`config.mk`:
```
export PLATFORM = sky130hd
export DESIGN_NAME = vga_window_ctrl
export DESIGN_NICKNAME = d
export VERILOG_FILES = /design/src/rtl/vga_window_ctrl.sv
export SDC_FILE = /design/constraint.sdc
export NUM_CORES = 1
export LEC_CHECK = 0
export BUFFER_PORTS_ARGS = -buffer_cell sky130_fd_sc_hd__buf_2
export CORE_MARGIN = 5
export CORE_UTILIZATION = 26
export DETAILED_ROUTE_END_ITERATION = 16
export PLACE_DENSITY = 0.46
export SLEW_MARGIN = 10
export SYNTH_ARGS = -nofsm -noshare
export SYNTH_HDL_FRONTEND = slang
export SYNTH_SLANG_ARGS = --single-unit
```
`constraint.sdc`:
```
create_clock -name CLK -period 6.7 [get_ports CLK]
set_clock_uncertainty 0.15 [all_clocks]
set_input_delay 0.335 -clock CLK [delete_from_list [all_inputs] [get_ports CLK]]
set_output_delay 0.335 -clock CLK [all_outputs]
set_load 0.01 [all_outputs]
```
`src/rtl/vga_window_ctrl.sv`:
```
// rtl/vga_window_ctrl.sv - VGA timing generator with windowed ROM image, colour bars and background fill
module vga_window_ctrl #(
    parameter int H_ACTIVE = 640,
    parameter int H_FP     = 16,
    parameter int H_SYNC   = 96,
    parameter int H_BP     = 48,
    parameter int V_ACTIVE = 480,
    parameter int V_FP     = 10,
    parameter int V_SYNC   = 2,
    parameter int V_BP     = 33,
    parameter int CLK_DIV  = 2,
    parameter int HS_POL   = 0,
    parameter int VS_POL   = 0,
    parameter int IMG_W    = 256,
    parameter int IMG_H    = 256,
    parameter int ADDR_W   = 16,
    parameter int ROM_LAT  = 1
) (
    input  logic              CLK,
    input  logic              RSTN,
    input  logic [1:0]        MODE,
    input  logic [11:0]       WIN_X,
    input  logic [11:0]       WIN_Y,
    input  logic [23:0]       BG_RGB,
    output logic [ADDR_W-1:0] ROM_ADDR,
    input  logic [7:0]        ROM_Q,
    output logic              VGA_CLK,
    output logic              VGA_HS,
    output logic              VGA_VS,
    output logic              VGA_BLANK_N,
    output logic              VGA_SYNC_N,
    output logic [7:0]        VGA_R,
    output logic [7:0]        VGA_G,
    output logic [7:0]        VGA_B,
    output logic              FRAME_START
);
    localparam int H_TOTAL = H_ACTIVE + H_FP + H_SYNC + H_BP;
    localparam int V_TOTAL = V_ACTIVE + V_FP + V_SYNC + V_BP;
    localparam logic [11:0] H_ACT    = 12'(H_ACTIVE);
    localparam logic [11:0] V_ACT    = 12'(V_ACTIVE);
    localparam logic [11:0] HS_START = 12'(H_ACTIVE + H_FP);
    localparam logic [11:0] HS_END   = 12'(H_ACTIVE + H_FP + H_SYNC);
    localparam logic [11:0] VS_START = 12'(V_ACTIVE + V_FP);
    localparam logic [11:0] VS_END   = 12'(V_ACTIVE + V_FP + V_SYNC);
    localparam logic [11:0] H_LAST   = 12'(H_TOTAL - 1);
    localparam logic [11:0] V_LAST   = 12'(V_TOTAL - 1);
    localparam logic [3:0]  DIV_LAST = 4'(CLK_DIV - 1);
    localparam logic [3:0]  DIV_HALF = 4'(CLK_DIV / 2);
    localparam int          BAR_W    = (H_ACTIVE / 8 > 0) ? H_ACTIVE / 8 : 1;
    localparam logic        HS_ON    = (HS_POL != 0);
    localparam logic        VS_ON    = (VS_POL != 0);

    // Sync flags travel as "active" bits so an all-zero (reset) stage means inactive syncs.
    typedef struct packed {
        logic       hs;
        logic       vs;
        logic       act;
        logic       win;
        logic       origin;
        logic [1:0] mode;
        logic [3:0] bar;
    } meta_t;

    logic [3:0]        div_cnt;
    logic [3:0]        div_next;
    logic              tick;
    logic [11:0]       h_pos;
    logic [11:0]       v_pos;
    logic [1:0]        sh_mode;
    logic [11:0]       sh_win_x;
    logic [11:0]       sh_win_y;
    logic [23:0]       sh_bg;
    logic              origin;
    logic [1:0]        eff_mode;
    logic [11:0]       eff_x;
    logic [11:0]       eff_y;
    logic [11:0]       rel_x;
    logic [11:0]       rel_y;
    logic              active;
    logic              in_x;
    logic              in_y;
    logic [ADDR_W-1:0] addr_next;
    logic [23:0]       rgb_next;
    meta_t             m_new;
    meta_t             m_out;
    meta_t             pipe [ROM_LAT];

    assign tick     = (div_cnt == DIV_LAST);
    assign div_next = tick ? 4'd0 : div_cnt + 4'd1;
    assign origin   = (h_pos == 12'd0) && (v_pos == 12'd0);

    // The pixel at (0,0) already uses the values being captured this tick.
    assign eff_mode = origin ? MODE  : sh_mode;
    assign eff_x    = origin ? WIN_X : sh_win_x;
    assign eff_y    = origin ? WIN_Y : sh_win_y;

    assign active    = (h_pos < H_ACT) && (v_pos < V_ACT);
    assign in_x      = (h_pos >= eff_x) && (32'(h_pos) < 32'(eff_x) + 32'(IMG_W));
    assign in_y      = (v_pos >= eff_y) && (32'(v_pos) < 32'(eff_y) + 32'(IMG_H));
    assign rel_x     = h_pos - eff_x;
    assign rel_y     = v_pos - eff_y;
    assign addr_next = ADDR_W'(32'(rel_y) * 32'(IMG_W) + 32'(rel_x));
    assign m_out     = pipe[ROM_LAT-1];
    assign VGA_SYNC_N = 1'b0;

    always_comb begin
        m_new        = '0;
        m_new.hs     = (h_pos >= HS_START) && (h_pos < HS_END);
        m_new.vs     = (v_pos >= VS_START) && (v_pos < VS_END);
        m_new.act    = active;
        m_new.win    = active && in_x && in_y;
        m_new.origin = origin;
        m_new.mode   = eff_mode;
        m_new.bar    = (32'(h_pos) >= 32'(8 * BAR_W)) ? 4'd8 : 4'(32'(h_pos) / 32'(BAR_W));
    end

    always_comb begin
        rgb_next = 24'd0;
        if (m_out.act) begin
            case (m_out.mode)
                2'd0: rgb_next = m_out.win ?
                          {ROM_Q[7:5], ROM_Q[7:5], ROM_Q[7:6],
                           ROM_Q[4:2], ROM_Q[4:2], ROM_Q[4:3],
                           {4{ROM_Q[1:0]}}} : sh_bg;
                2'd1: begin
                    case (m_out.bar)
                        4'd0:    rgb_next = 24'hFFFFFF;
                        4'd1:    rgb_next = 24'hFFFF00;
                        4'd2:    rgb_next = 24'h00FFFF;
                        4'd3:    rgb_next = 24'h00FF00;
                        4'd4:    rgb_next = 24'hFF00FF;
                        4'd5:    rgb_next = 24'hFF0000;
                        4'd6:    rgb_next = 24'h0000FF;
                        default: rgb_next = 24'h000000;
                    endcase
                end
                default: rgb_next = sh_bg;
            endcase
        end
    end

    always_ff @(posedge CLK) begin
        if (!RSTN) begin
            div_cnt     <= 4'd0;
            VGA_CLK     <= 1'b0;
            h_pos       <= 12'd0;
            v_pos       <= 12'd0;
            sh_mode     <= 2'd2;
            sh_win_x    <= 12'd0;
            sh_win_y    <= 12'd0;
            sh_bg       <= 24'd0;
            ROM_ADDR    <= '0;
            for (int i = 0; i < ROM_LAT; i++) pipe[i] <= '0;
            VGA_HS      <= !HS_ON;
            VGA_VS      <= !VS_ON;
            VGA_BLANK_N <= 1'b0;
            VGA_R       <= 8'd0;
            VGA_G       <= 8'd0;
            VGA_B       <= 8'd0;
            FRAME_START <= 1'b0;
        end else begin
            div_cnt     <= div_next;
            VGA_CLK     <= (div_next < DIV_HALF);
            FRAME_START <= 1'b0;
            if (tick) begin
                if (h_pos == H_LAST) begin
                    h_pos <= 12'd0;
                    v_pos <= (v_pos == V_LAST) ? 12'd0 : v_pos + 12'd1;
                end else begin
                    h_pos <= h_pos + 12'd1;
                end
                if (origin) begin
                    sh_mode  <= MODE;
                    sh_win_x <= WIN_X;
                    sh_win_y <= WIN_Y;
                    sh_bg    <= BG_RGB;
                end
                ROM_ADDR <= m_new.win ? addr_next : '0;
                pipe[0]  <= m_new;
                for (int i = 1; i < ROM_LAT; i++) pipe[i] <= pipe[i-1];
                VGA_HS      <= m_out.hs ? HS_ON : !HS_ON;
                VGA_VS      <= m_out.vs ? VS_ON : !VS_ON;
                VGA_BLANK_N <= m_out.act;
                {VGA_R, VGA_G, VGA_B} <= rgb_next;
                FRAME_START <= m_out.origin;
            end
        end
    end
endmodule

```
==> impl.org <==
** Clocking
- Clock transition at the register clock pins on the worst setup and hold paths after CTS :: 0.07 ns
- The clock tree synthesis step divided the H-tree into 4 levels.
- Counting the buffers created by CTS gives 17.
- Clock insertion delay at the later pin of the skew report :: 0.42 ns
- Cell at the root of the clock tree :: sky130_fd_sc_hd__clkbuf_16
- The clock passes through at most 2 buffers.
- Clock tree synthesis found a total of 134 sinks.
- Post-cts gate resize count :: 0
- CTS tree :: done

** Place
- Summed over all nets, the half-perimeter wirelength after detailed placement is 15900 um.
- Weighted congestion at the end of routability-driven global placement :: 0.793
- Port Buffer Count :: 104
- Area of placed instances :: 8480 um^2

** Die
- The die is 181 um wide.
- Initial core utilization :: 26.4%
- Die ar. :: 32800 um^2
- Chip Height :: 181 um
- After floorplanning, the core was sized to cover 28900 um^2.
- Rows :: 62
- Ports placed on the boundary :: 106

** Yosys
- In the synthesized netlist the dominant register cell turns out to be sky130_fd_sc_hd__dfxtp_1.
- Post-synthesis cell area :: 7620 um^2
- Post-synthesis xor/xnor area fraction :: 5.06%
- The synthesized design spends more area on one cell type than any other, namely sky130_fd_sc_hd__dfxtp_1.
- Proportion of netlist area held by the largest area contributor :: 32.3%
- After synthesis, the netlist uses 79 different library cells.
- Compound-gate portion of the synthesized area :: 21.3%
- After synthesis, the largest family of logic cells by area is compound AO/OA/AOI/OAI gates.
- Mean area per synthesized cell :: 8.44 um^2
- In this run, synthesis inferred 11 flip-flops with an integrated enable.
- The Yosys step of the flow raised 0 warnings.
- Flop and latch count out of synthesis :: 134
- After synthesis, the share of flip-flops with an asynchronous set or reset is 0%.
- Fraction of the mapped netlist area in simple logic gates :: 20.5%
- Synthesis produced a netlist with a net count of 1009.
- Sequential cell area fraction in the yosys report :: 36.6%
- Synthesized instance count :: 903
- Of the total synthesized cell area, the portion taken by full adders, half adders and majority gates is 7.85%.
- In the synthesized netlist, mux cells make up 4.05% of the area.
- By area the synthesized netlist is led by sky130_fd_sc_hd__dfxtp_1, sky130_fd_sc_hd__nand2_1, sky130_fd_sc_hd__ha_1, sky130_fd_sc_hd__a21oi_1, sky130_fd_sc_hd__edfxtp_1.

** Cells and area
- The top cell types in the final layout, fill and taps aside, are sky130_fd_sc_hd__nand2_1, sky130_fd_sc_hd__dfxtp_1, sky130_fd_sc_hd__buf_2, sky130_fd_sc_hd__a21oi_1, sky130_fd_sc_hd__o21ai_0.
- Cells fill 31.6% of the core in the end.
- 0 antenna diodes ended up in the layout.
- Compared with the post-synthesis result, the final layout area differs by 19.5%.
- Ratio of cells with drive above 1 in the final layout :: 17.8%
- For this run, the post-layout net count is 1098.
- Cell area after layout :: 9100 um^2
- Most common cell after layout, fill and taps aside :: sky130_fd_sc_hd__nand2_1

** Global route
- Grt total ovfl :: 0
- The initial antenna violation count is 1.
- The first global-routing pass estimated 35100 um of wire.
- Largest net degree at the start of global routing :: 68
- Via count of the first global-routing pass :: 6307
- Global-route total usage across every layer :: 13.2%

** Route
- After detailed routing, the number of vias per cell comes to 4.75.
- After detailed routing, the total wire length is 21900 um.
- First-pass iteration count of the detailed router :: 5
- After detailed routing, the average wire length per cell comes to 15.8 um.
- First DRT Iteration DRCs :: 411
- Once detail routing completed, the nets flagged for antenna violations numbered 0.
- After detailed routing, the number of remaining DRC violations is 0.
- Via total after detailed routing :: 6594

** Critical path
- The worst setup path is launched from a flop.
- Crit path arrival time :: 5.77 ns
- The worst setup path is of the reg -> reg kind.
- Crit end category :: flop
- Worst path required time :: 6.83 ns
- Register-to-Register Setup Slack :: 1.06 ns
- In this run the worst path has a maximum fanout of 18.

** STA
- Setup violations remaining at the end of the flow were counted as 0.
- At the pin with the least slew margin, the transition time is 1.15 ns.
- The max-slew violation count came to 0.
- The count of endpoints failing hold in the final timing report came to 0.
- Post-layout min period :: 5.64 ns
- In the finished design, the share of the clock period the worst path needs comes to 84.2%.
- Setup repair after global routing missed its margin :: no
- Worst slew margin relative to its limit :: 23.3%
- Worst slack on hold paths :: 0.0133 ns
- FMAX :: 177 MHz
- Post-route setup TNS :: 0 ns

** Power and ir drop
- In this run the power density over the cells is 231 nW/um^2.
- Net switching component of the power :: 630 uW
- Internal Power :: 1480 uW
- Part of the power in registers :: 40.7%
- Sw frac :: 29.9%
- Total power for the finished layout comes to 2110 uW.
- Clk network pwr share :: 43.7%
- The analysis attributes to cell leakage a power of 0.00400 uW.
- Power share of the combinational group :: 15.6%
- Highest ir drop seen on vdd :: 0.140 mV

** Run status
- The flow ran to the end, and the final reports show no timing, DRC or antenna violations.

** Hold path
- Class of the most critical hold timing path :: in -> reg

** Flow run
- The tool flagged a number of max-cap violations equal to 0.
metrics by stage:
step           cells  setup WS [ns]
3_5_place_dp    1352           1.03
3_3_place_gp    1352           1.11
5_1_grt         1389          0.478
6_report        1389           1.06
2_1_floorplan    903           1.77
4_1_cts         1389           1.02
registers in the layout (all words and copies together) (netlist names), 2 cells and up:
| signal | cells |
|---|---|
| v_pos | 12 |
| sh_bg | 24 |
| pipe | 11 |
| VGA_G | 8 |
| sh_win_x | 12 |
| VGA_B | 8 |
| sh_mode | 2 |
| h_pos | 12 |
| VGA_R | 8 |
| ROM_ADDR | 16 |
| sh_win_y | 12 |
| div_cnt | 4 |
kinds of logic (layout without fill, tap and decap cells):
logic type / Yosys count / in the layout
simple gates: 321 / 321
compound gates: 244 / 244
flops: 134 / 134
buf+inv: 83 / 185
fa+ha+maj: 46 / 46
xor+xnor: 44 / 44
mux: 30 / 30
other cells: 1 / 1
cells in the mapped netlist (all sizes together) (22+ instances only):
library cell	number
a21boi	29
mux2i	26
nand2	156
a21oi	69
ha	43
nor2	44
o211a	22
inv	34
clkbuf	33
dfxtp	123
xnor2	25
o21ai	69
power by group through the flow:
stage	Clock [uW]	Combinational, uW	Sequential (uW)
floorplan	0	237	873
CTS	946	335	858
global route	982	374	862
global placement	0	332	875
detailed placement	0	332	876
finish	920	329	858
routing by layer:
| layer | up-vias | global-route usage, % | wire length, um |
|---|---|---|---|
| met5 | - | 0 | 7 |
| met3 | 16 | 3.16 | 1110 |
| li1 | 3373 | - | - |
| met4 | 2 | 2.97 | 240 |
| met1 | 3044 | 18.4 | 10700 |
| met2 | 159 | 20.8 | 9780 |
repair_timing:
action | CTS | global route
hold buffers | 5 | 0
hold endpoints to repair | 5 | 0
setup buffers | 0 | 0
worst paths after layout:
path / depth (start not counted) / start / endpoint
hold reg to reg: 2 / VGA_BLANK_N$_SDFFE_PN0P_ / VGA_BLANK_N$_SDFFE_PN0P_
setup reg to reg: 22 / v_pos[5]$_SDFFE_PN0P_ / ROM_ADDR[15]$_SDFFE_PN0P_
setup / recovery: 22 / v_pos[5]$_SDFFE_PN0P_ / ROM_ADDR[15]$_SDFFE_PN0P_
hold / removal: 3 / BG_RGB[11] / sh_bg[11]$_SDFFE_PN0P_
final cells by class:
type	instances	area, um^2
Clock buffer	18	439
Clock inverter	14	131
Fill cell	3118	19800
Inverter	34	128
Multi-Input combinational cell	686	4490
Sequential cell	134	2790
Tap cell	384	480
Timing Repair Buffer	119	646
critical path, stage by stage, from the launching register on:
cell	delay, ns
sky130_fd_sc_hd__dfxtp_1	0.38
sky130_fd_sc_hd__nor4_1	0.39
sky130_fd_sc_hd__and3_1	0.28
sky130_fd_sc_hd__and3_2	0.63
sky130_fd_sc_hd__mux2i_1	0.44
sky130_fd_sc_hd__ha_1	0.33
sky130_fd_sc_hd__nor2b_1	0.13
sky130_fd_sc_hd__o21ai_0	0.18
sky130_fd_sc_hd__a21boi_0	0.13
sky130_fd_sc_hd__o21ai_0	0.24
sky130_fd_sc_hd__a21oi_1	0.14
sky130_fd_sc_hd__a21oi_1	0.28
sky130_fd_sc_hd__o21bai_1	0.14
sky130_fd_sc_hd__xor2_1	0.28
sky130_fd_sc_hd__ha_1	0.28
sky130_fd_sc_hd__a21o_1	0.16
sky130_fd_sc_hd__a21oi_1	0.21
sky130_fd_sc_hd__nor2b_1	0.07
sky130_fd_sc_hd__o21a_1	0.20
sky130_fd_sc_hd__nand3_1	0.10
sky130_fd_sc_hd__xnor2_1	0.13
sky130_fd_sc_hd__xnor2_1	0.13
sky130_fd_sc_hd__o21ai_0	0.08
Note: power is estimated with default switching activity, not from simulation.
